**src/rtl/mesi_bus_sched.sv**
```systemverilog
// Purpose: round-robin owner of the shared MESI snooping bus; sequences ADDR -> SNOOP -> DATA -> DONE per transaction.
// Latency: req to grant 1 cycle; grant to txn_done SNOOP_LAT+1 (BusUpgr), SNOOP_LAT+2 (dirty hit), SNOOP_LAT+2+k (memory).
// Backpressure: req is a level held by the cache until granted; DATA stalls on mem_valid (MESI_BUS_TIMEOUT_EN adds a watchdog).
module mesi_bus_sched #(
    parameter int N         = 2,
    parameter int SNOOP_LAT = 2,
    parameter int OW        = 1,
    parameter int TIMEOUT   = 64
) (
    input  logic           clk,
    input  logic           rst,
    input  logic [N-1:0]   req,
    input  logic [2*N-1:0] req_cmd,
    input  logic           mem_valid,
    input  logic           snoop_dirty,
    output logic [N-1:0]   grant,
    output logic [OW-1:0]  owner,
    output logic [1:0]     cur_cmd,
    output logic           bus_busy,
    output logic           snoop_strobe,
    output logic           txn_done,
    output logic           txn_err
);

    localparam logic [2:0] S_IDLE  = 3'd0;
    localparam logic [2:0] S_ADDR  = 3'd1;
    localparam logic [2:0] S_SNOOP = 3'd2;
    localparam logic [2:0] S_DATA  = 3'd3;
    localparam logic [2:0] S_DONE  = 3'd4;

    localparam logic [1:0] CMD_UPGR = 2'b10;
    localparam int         IW       = (N > 1) ? $clog2(N) : 1;

    logic [2:0]    state;
    logic [OW-1:0] owner_q;
    logic [1:0]    cmd_q;
    logic [OW-1:0] last;
    logic [3:0]    cnt;
    logic          dirty_q;

    logic [IW-1:0] scan_idx;
    logic [OW-1:0] win;
    logic [1:0]    win_cmd;
    logic          win_vld;
    logic          cache_sup;
    logic          data_timeout;

    // Round-robin pick: first requester after last, wrapping; smallest offset wins.
    always_comb begin
        scan_idx = '0;
        win      = '0;
        win_cmd  = '0;
        win_vld  = 1'b0;
        for (int i = N; i >= 1; i--) begin
            scan_idx = IW'((int'(last) + i) % N);
            if (req[scan_idx]) begin
                win     = OW'(scan_idx);
                win_cmd = req_cmd[{scan_idx, 1'b0} +: 2];
                win_vld = 1'b1;
            end
        end
    end

    // A dirty snoop on a read means the owning cache drives the data in one cycle.
    assign cache_sup = dirty_q && !cmd_q[1];

`ifdef MESI_BUS_TIMEOUT_EN
    localparam int TW = $clog2(TIMEOUT + 1);

    logic [TW-1:0] tcnt;
    logic          to_q;

    assign data_timeout = (state == S_DATA) && !cache_sup && !mem_valid
                          && (tcnt == TW'(TIMEOUT - 1));

    // Watchdog: count DATA cycles; flag an abort for the DONE cycle that follows.
    always_ff @(posedge clk or negedge rst) begin
        if (!rst) begin
            tcnt <= '0;
            to_q <= 1'b0;
        end else begin
            tcnt <= (state == S_DATA) ? tcnt + 1'b1 : '0;
            to_q <= data_timeout;
        end
    end

    assign txn_err = to_q && (state == S_DONE);
`else
    assign data_timeout = 1'b0;
    assign txn_err      = 1'b0;
`endif

    // Transaction FSM: grant in IDLE, hold owner/command until DONE, then advance the pointer.
    always_ff @(posedge clk or negedge rst) begin
        if (!rst) begin
            state   <= S_IDLE;
            owner_q <= '0;
            cmd_q   <= '0;
            last    <= OW'(N - 1);
            cnt     <= '0;
            dirty_q <= 1'b0;
        end else begin
            case (state)
                S_IDLE: begin
                    if (win_vld) begin
                        owner_q <= win;
                        cmd_q   <= win_cmd;
                        state   <= S_ADDR;
                    end
                end
                S_ADDR: begin
                    cnt   <= 4'(SNOOP_LAT - 1);
                    state <= S_SNOOP;
                end
                S_SNOOP: begin
                    if (cnt == 4'd0) begin
                        dirty_q <= snoop_dirty;
                        state   <= (cmd_q == CMD_UPGR) ? S_DONE : S_DATA;
                    end else begin
                        cnt <= cnt - 4'd1;
                    end
                end
                S_DATA: begin
                    if (cache_sup || mem_valid || data_timeout) begin
                        state <= S_DONE;
                    end
                end
                S_DONE: begin
                    last  <= owner_q;
                    state <= S_IDLE;
                end
                default: state <= S_IDLE;
            endcase
        end
    end

    // Outputs are gated by bus_busy so everything reads 0 while idle.
    assign bus_busy     = (state != S_IDLE);
    assign grant        = bus_busy ? (N'(1) << owner_q) : '0;
    assign owner        = bus_busy ? owner_q : '0;
    assign cur_cmd      = bus_busy ? cmd_q : '0;
    assign snoop_strobe = (state == S_ADDR);
    assign txn_done     = (state == S_DONE);

endmodule

```
**config.mk**
```make
export PLATFORM = sky130hd
export DESIGN_NAME = mesi_bus_sched
export DESIGN_NICKNAME = d
export VERILOG_FILES = /design/src/rtl/mesi_bus_sched.sv
export SDC_FILE = /design/constraint.sdc
export NUM_CORES = 1
export LEC_CHECK = 0
export BUFFER_PORTS_ARGS = -buffer_cell sky130_fd_sc_hd__buf_2
export CORE_MARGIN = 2
export CORE_UTILIZATION = 50
export CTS_CLUSTER_DIAMETER = 100
export CTS_CLUSTER_SIZE = 16
export DETAILED_ROUTE_END_ITERATION = 7
export GPL_TIMING_DRIVEN = 0
export HOLD_SLACK_MARGIN = 0.02
export PLACE_DENSITY = 0.87
export REMOVE_ABC_BUFFERS = 1
export SLEW_MARGIN = 20
export SYNTH_ARGS = -nofsm -noshare
export SYNTH_HDL_FRONTEND = slang
export SYNTH_SLANG_ARGS = --single-unit
export TNS_END_PERCENT = 5
```
**constraint.sdc**
```tcl
create_clock -name clk -period 3 [get_ports clk]
set_clock_uncertainty 0.05 [all_clocks]
set_input_delay 0.3 -clock clk [delete_from_list [all_inputs] [get_ports clk]]
set_output_delay 0.3 -clock clk [all_outputs]
set_load 0.005 [all_outputs]
```
==> impl_metrics.toml, run 1 <==
[pwr]
power.sequential.fraction_pct = 37.8
p_leak_nw = 0.391
clockPowerShare_pct = 14.6
cellInternalPower_mw = 0.540
max-vdd-ir-drop_v = 0.000511
switching_share_pct = 38.7
share_comb_of_total_power_pct = 47.6
power.net_switching_mw = 0.340
power_per_cell_area_nw_per_um2 = 1050

[worst_setup_path]
required_ns = 2.65
cp.arrival_ns = 1.49
critPathKind = "reg -> out"
setup.worst_path.end_class = "output pin"
crit-reg2reg-launch = "cnt[0]"
timing.critical_path.from_type = "flop"
critical_path.max_fanout = 7
crit_start = "state[1]"

[finish]
layout.cells.most_common = "sky130_fd_sc_hd__buf_2"
area_delta_synth_final_pct = 19.2
proportion_of_layout_cells_with_a_drive_suffix_above_1_pct = 35.3
final_core_util_pct = 64.4
num-nets-final = 97
fillerInstances = 106
commonest_non_fill_non_tap_cells_in_the_layout = "sky130_fd_sc_hd__buf_2 (17), sky130_fd_sc_hd__dfrtp_1 (11), sky130_fd_sc_hd__nor2_1 (4), sky130_fd_sc_hd__mux2_1 (4)"
num_antenna_cells = 0

[routing]
vias_per_cell = 5.67
drtIter0Drc = 14
drc_violation_count_after_routing = 0
first_pass_iters = 4
final_antenna_net_count = 0
route.final.wire_length_um = 1320
routedWlPerCell_um = 13.2
num_vias = 567

[worst_hold_path]
hp-start = "snoop_dirty"
holdCritPathClass = "in -> reg"

[floorplanning]
initial_core_util_pct = 54.0
die_width_um = 41.5
ios = 19
total_core_area_um2 = 1300
floorplan.die_area_um2 = 1720
core.rowCount = 13
die_height_um = 41.5

[clocking]
clkTransAtPathRegs_ns = 0.07
cts_htree_levels = 1
cts_resized = 0
tritoncts = "built"
total_clock_buffers_created_by_cts = 3
cts_root_buf = "sky130_fd_sc_hd__clkbuf_4"
clock_insertion_delay_worst_skew_ns = 0.27
cts-root-to-sink-buffers = 2
cts.sink_count = 12
postCtsSetupRepairBufs = 0

[sta]
post_route_setup_tns_ns = 0
post-route-period-util_pct = 61.5
rsz0062_at_grt = "no"
max_freq_mhz = 542
worst_hold_slack_ns = 0.188
min_period_ns = 1.84
timing.final.hold_violations = 0
final-max-slew-violation-count = 0
setup-violations-final = 0

[synth]
ys_seq_area_share_pct = 42.9
synthCells = 65
ys_warn_count = 0
post_synth_instance_area_um2 = 703
synth.lib_cells_used.distinct = 32
ys_seq_elements = 12
synthesis.area_per_instance_um2 = 10.8

[place]
gpl.final_weighted_congestion = 0.788
i_o_buffers = 17
detailedPlacementHpwl_um = 975

[status]
run_status = "completed"

[global_route]
grt_antenna_before_repair = 0
grt_pass1_wl_um = 2320
grt_pass1_vias = 554
grt_overflow = 0
groute.usage.overall_pct = 17.6
grt_max_degree = 13

[run]
max_cap_viol_count = 0
[worst paths after layout]
check / slack [ns] / cells past startpoint / endpoint
max: 1.16 / 4 / grant[1]
min: 0.19 / 2 / dirty_q
max reg2reg: 1.39 / 5 / state[1]
min reg2reg: 0.45 / 1 / dirty_q
max in group asynchronous: 2.25 / 2 / last
min in group asynchronous: 0.38 / 2 / cmd_q[0]
[state kept, by name, summed over array words and instances (netlist names)]
| name | count |
|---|---|
| last | 1 |
| state | 3 |
| cnt | 4 |
| cmd_q | 2 |
| dirty_q | 1 |
| owner_q | 1 |
[routing by layer]
| metal | vias to the layer above | global-route usage [%] | routed length [µm] |
|---|---|---|---|
| met2 | 15 | 25.9 | 627 |
| met3 | 6 | 5.22 | 49 |
| met5 | - | 0 | 0 |
| met1 | 277 | 23.0 | 605 |
| met4 | 0 | 9.68 | 34 |
| li1 | 269 | - | - |
[critical path, stage by stage (launching register included)]
cell,delay [ns]
sky130_fd_sc_hd__dfrtp_1,0.46
sky130_fd_sc_hd__nor3_2,0.37
sky130_fd_sc_hd__inv_2,0.10
sky130_fd_sc_hd__and2_1,0.17
sky130_fd_sc_hd__buf_2,0.12
[stage by stage]
stage	worst slack, ns	total power [mW]	area, µm²	cells
final	1.16	0.880	838	100
after global routing	1.07	0.949	838	100
after CTS	1.15	0.883	838	100
after detailed placement	1.40	0.751	792	95
after global placement	1.42	0.735	792	95
after floorplan	1.49	0.627	688	63
[logic make-up after synthesis]
group                    count (synthesis)  share of synthesized area [%]
AO/OA/AOI/OAI                           11                           11.7
other                                    1                          0.533
flip-flops                              12                           42.9
AND/OR/NAND/NOR                         26                           27.6
adder cells (fa/ha/maj)                  1                           1.78
buffers and inverters                    7                           4.80
multiplexers                             7                           10.7
[repair_timing]
item                                    in CTS  in global routing
hold buffers                                 1                  0
endpoints found under the setup margin       0                  0
hold endpoints to repair                    11                  0
[cell type report]
class,instances,area [µm²],share of cell area (%)
Inverter,5,18.8,2.24
Clock buffer,4,36.3,4.33
Tap cell,15,18.8,2.24
Multi-Input combinational cell,46,368,43.9
Sequential cell,12,302,36.0
Timing Repair Buffer,18,95.1,11.3
[power by group through the flow]
stage / Sequential, mW / Clock, mW / Combinational [mW]
finish: 0.332 / 0.128 / 0.419
global route: 0.342 / 0.140 / 0.467
CTS: 0.330 / 0.131 / 0.422
detailed placement: 0.332 / 0 / 0.419
global placement: 0.329 / 0 / 0.407
floorplan: 0.311 / 0 / 0.316
[cells in the mapped netlist]
cell / number / area (µm²)
sky130_fd_sc_hd__nor2b_1: 2 / 12.5
sky130_fd_sc_hd__buf_4: 2 / 15.0
sky130_fd_sc_hd__a221oi_1: 1 / 8.76
sky130_fd_sc_hd__or3b_1: 1 / 8.76
sky130_fd_sc_hd__a31o_1: 1 / 8.76
sky130_fd_sc_hd__nor3b_2: 1 / 12.5
sky130_fd_sc_hd__nand2_1: 3 / 11.3
sky130_fd_sc_hd__inv_1: 3 / 11.3
sky130_fd_sc_hd__or3_1: 1 / 6.26
sky130_fd_sc_hd__nand2b_1: 2 / 12.5
sky130_fd_sc_hd__a211oi_1: 1 / 7.51
sky130_fd_sc_hd__o21ai_0: 2 / 10.0
sky130_fd_sc_hd__mux2i_1: 3 / 30.0
sky130_fd_sc_hd__nor2_4: 1 / 11.3
sky130_fd_sc_hd__conb_1: 1 / 3.75
sky130_fd_sc_hd__a31oi_1: 1 / 6.26
sky130_fd_sc_hd__ha_1: 1 / 12.5
sky130_fd_sc_hd__a21boi_0: 1 / 7.51
sky130_fd_sc_hd__mux2_1: 4 / 45.0
sky130_fd_sc_hd__and2_1: 3 / 18.8
sky130_fd_sc_hd__or3b_4: 2 / 22.5
sky130_fd_sc_hd__inv_2: 2 / 7.51
sky130_fd_sc_hd__a32o_1: 2 / 20.0
sky130_fd_sc_hd__nor3_2: 1 / 10.0
sky130_fd_sc_hd__a211o_1: 1 / 8.76
sky130_fd_sc_hd__a21oi_1: 1 / 5.00
sky130_fd_sc_hd__nor3b_1: 3 / 22.5
sky130_fd_sc_hd__dfrtp_1: 11 / 275
sky130_fd_sc_hd__nor2_1: 4 / 15.0
sky130_fd_sc_hd__nand4b_1: 1 / 8.76
sky130_fd_sc_hd__dfstp_2: 1 / 26.3
sky130_fd_sc_hd__nor4_4: 1 / 21.3
(Power assumes the default switching activity.)
==> run 2, diff against run 1 <==
--- a/config.mk
+++ b/config.mk
@@ -5,15 +5,16 @@
 export SDC_FILE = /design/constraint.sdc
 export NUM_CORES = 1
 export LEC_CHECK = 0
+export ABC_AREA = 1
 export BUFFER_PORTS_ARGS = -buffer_cell sky130_fd_sc_hd__buf_2
 export CORE_MARGIN = 2
-export CORE_UTILIZATION = 50
+export CORE_UTILIZATION = 46
 export CTS_CLUSTER_DIAMETER = 100
 export CTS_CLUSTER_SIZE = 16
 export DETAILED_ROUTE_END_ITERATION = 7
 export GPL_TIMING_DRIVEN = 0
 export HOLD_SLACK_MARGIN = 0.02
-export PLACE_DENSITY = 0.87
+export PLACE_DENSITY = 0.83
 export REMOVE_ABC_BUFFERS = 1
 export SLEW_MARGIN = 20
 export SYNTH_ARGS = -nofsm -noshare
==> constraint.sdc (replaced) <==
create_clock -name clk -period 1.6 [get_ports clk]
set_clock_uncertainty 0.05 [all_clocks]
set_input_delay 0.16 -clock clk [delete_from_list [all_inputs] [get_ports clk]]
set_output_delay 0.16 -clock clk [all_outputs]
set_load 0.005 [all_outputs]
==> impl_metrics.toml, run 2 <==
[pwr]
power_per_cell_area_nw_per_um2 = 1880
switching_share_pct = 47.4
clockPowerShare_pct = 13.8
power.sequential.fraction_pct = 32.1
power.net_switching_mw = 0.859
p_leak_nw = 0.558
share_comb_of_total_power_pct = 54.2
max-vdd-ir-drop_v = 0.000898
cellInternalPower_mw = 0.953

[floorplanning]
ios = 19
initial_core_util_pct = 48.1
floorplan.die_area_um2 = 2140
core.rowCount = 15
die_width_um = 46.3
die_height_um = 46.3
total_core_area_um2 = 1710

[place]
gpl.final_weighted_congestion = 0.842
i_o_buffers = 17
detailedPlacementHpwl_um = 1340
placed_standard_cell_area_um2 = 918

[synth]
synth_top_flop_cell = "sky130_fd_sc_hd__dfrtp_1"
main_combinational_cell_family_by_area_after_synthesis = "simple AND/OR/NAND/NOR gates"
synth-xor-area-share_pct = 1.07
synth_compound_area_share_pct = 9.59
ys_warn_count = 0
synth_top_area_share_pct = 33.5
synth_simple_gate_area_share_pct = 37.3
muxShareOfSynthArea_pct = 0
synthesis.area_per_instance_um2 = 6.58
synthCells = 125
yosys.cell_count.top_type = "sky130_fd_sc_hd__nand2_1"
ys_seq_area_share_pct = 36.7
netlist.top_cell.by_area = "sky130_fd_sc_hd__dfrtp_1"
synthAdderAreaFrac_pct = 1.52
synth_enable_flop_cells = 0
synth.top_cells.by_count = "sky130_fd_sc_hd__nand2_1 (34), sky130_fd_sc_hd__inv_1 (18), sky130_fd_sc_hd__nor2_1 (14)"
asyncSetResetFlopFracSynth_pct = 100
ys_seq_elements = 12
synth.lib_cells_used.distinct = 24
post_synth_instance_area_um2 = 822
synthTopCellsByArea = "sky130_fd_sc_hd__dfrtp_1 (33%), sky130_fd_sc_hd__nand2_1 (16%), sky130_fd_sc_hd__inv_1 (8.2%), sky130_fd_sc_hd__nand3_1 (7.9%), sky130_fd_sc_hd__nor2_1 (6.4%)"

[status]
run_status = "completed"

[worst_setup_path]
critical_path.max_fanout = 7
r2r.worst_path.cells = 7
critical_path.cell_chain = "nor3_1, buf_2"
cp.arrival_ns = 1.31
worst-r2r-setup-slack_ns = 0.15
timing.rr.end = "cmd_q[0]"
setup.worst_path.end_class = "output pin"
worst_path_max_stage_delay_ns = 0.47
critical-path-slowest-cell = "sky130_fd_sc_hd__dfrtp_1"
crit-reg2reg-launch = "last"
required_ns = 1.39
critPathTopFamily = "flip-flops"
critPathKind = "reg -> out"
cp.buffers_inverters = 1
timing.critical_path.from_type = "flop"

[sta]
max_freq_mhz = 660
post-route-period-util_pct = 94.7
timing.final.hold_violations = 0
min_period_ns = 1.52
setup-violations-final = 0
post_route_setup_tns_ns = 0
final-max-slew-violation-count = 0
rsz0062_at_grt = "no"

[worst_hold_path]
holdCritPathClass = "in -> reg"
whs_endpoint = "dirty_q"
hp-start = "snoop_dirty"
worst_hold_path.num_cells = 3

[routing]
first_pass_iters = 4
drc_violation_count_after_routing = 0
routedWlPerCell_um = 9.83
route.final.wire_length_um = 1660
vias_per_cell = 4.69
final_antenna_net_count = 0
drtIter0Drc = 11
num_vias = 792

[clocking]
tritoncts = "built"
total_clock_buffers_created_by_cts = 3
cts_htree_levels = 1
cts_root_buf = "sky130_fd_sc_hd__clkbuf_4"
clkTransAtPathRegs_ns = 0.08
clock_insertion_delay_worst_skew_ns = 0.29
postCtsSetupRepairBufs = 0
cts-root-to-sink-buffers = 2
cts.sink_count = 12

[finish]
num-nets-final = 156
seqCellArea_um2 = 302
max_ffs_per_register = 4
multi_input_area_um2 = 410
area_delta_synth_final_pct = 17.4
proportion_of_layout_cells_with_a_drive_suffix_above_1_pct = 25.7
top_register = "cnt"
fillerInstances = 168
commonest_non_fill_non_tap_cells_in_the_layout = "sky130_fd_sc_hd__nand2_1 (34), sky130_fd_sc_hd__inv_1 (18), sky130_fd_sc_hd__buf_2 (17)"
biggestRegsByFlops = "cnt (4), state (3), cmd_q (2)"
layout.cells.most_common = "sky130_fd_sc_hd__nand2_1"
num_antenna_cells = 0
fin_area_um2 = 965

[global_route]
grt_pass1_wl_um = 2830
groute.usage.overall_pct = 18.8
grt_antenna_before_repair = 0
grt_max_degree = 16
grt_pass1_vias = 742
grt_overflow = 0

[run]
max_cap_viol_count = 0
run 2: layer usage:
layer	global-route usage, %	vias to the layer above	routed length (µm)
li1	-	416	-
met1	19.3	353	701
met3	4.71	7	63
met5	0	-	0
met2	33.3	16	834
met4	12.0	0	62
run 2: worst max-delay path by stage:
stage	from	end	slack [ns]	cells after the start
final	state[1]	txn_done	0.08	2
after global routing	state[0]	grant[1]	0.007	5
after floorplan	last	cmd_q[0]	0.28	7
after CTS	state[1]	txn_done	0.08	2
after global placement	last	cmd_q[1]	0.18	7
after detailed placement	last	cmd_q[0]	0.14	7
run 2: power groups by stage:
stage	sequential [mW]	combinational, mW	clock, mW
finish	0.581	0.982	0.249
global route	0.605	1.13	0.270
CTS	0.581	0.990	0.255
detailed placement	0.588	0.985	0
global placement	0.576	0.953	0
floorplan	0.555	0.747	0
run 2: layout make-up:
cell class	instances	area share (%)
Multi-Input combinational cell	86	42.5
Tap cell	25	3.24
Inverter	24	9.34
Clock buffer	4	3.76
Sequential cell	12	31.3
Timing Repair Buffer	18	9.86
run 2: cells by family (layout without fill, tap and decap cells):
family / count (synthesis) / in the layout
and+or+nand+nor: 69 / 69
other: 1 / 1
buffers and inverters: 27 / 46
xor gates and xnor gates: 1 / 1
DFF: 12 / 12
AOI/OAI and AO/OA: 14 / 14
adders and majority gates: 1 / 1
run 2: timing repair:
| action | CTS | global route |
|---|---|---|
| hold buffers | 1 | 0 |
| gates resized for setup | 0 | 0 |
| hold endpoints to repair | 12 | 0 |
run 2: stage by stage:
stage / total power [mW] / worst slack [ns] / utilization (%) / std cells / hold WS, ns
after floorplan: 1.30 / 0.283 / - / 122 / -0.186
after global placement: 1.53 / 0.176 / 53.8 / 164 / -0.00246
after detailed placement: 1.57 / 0.141 / 53.8 / 164 / 0.00535
after CTS: 1.83 / 0.0762 / 56.5 / 169 / 0.0561
after global routing: 2.01 / 0.00653 / 56.5 / 169 / 0.0625
final: 1.81 / 0.0848 / 56.5 / 169 / 0.0554
run 2: worst register-to-register path, stage by stage, from the launching register on:
cell and delay [ns]:
sky130_fd_sc_hd__dfstp_2 0.66, sky130_fd_sc_hd__nor2_1 0.09, sky130_fd_sc_hd__nor2_2 0.16, sky130_fd_sc_hd__nand2_1 0.09, sky130_fd_sc_hd__nand2_1 0.13, sky130_fd_sc_hd__inv_1 0.07, sky130_fd_sc_hd__nand2_1 0.07, sky130_fd_sc_hd__nand2_1 0.04
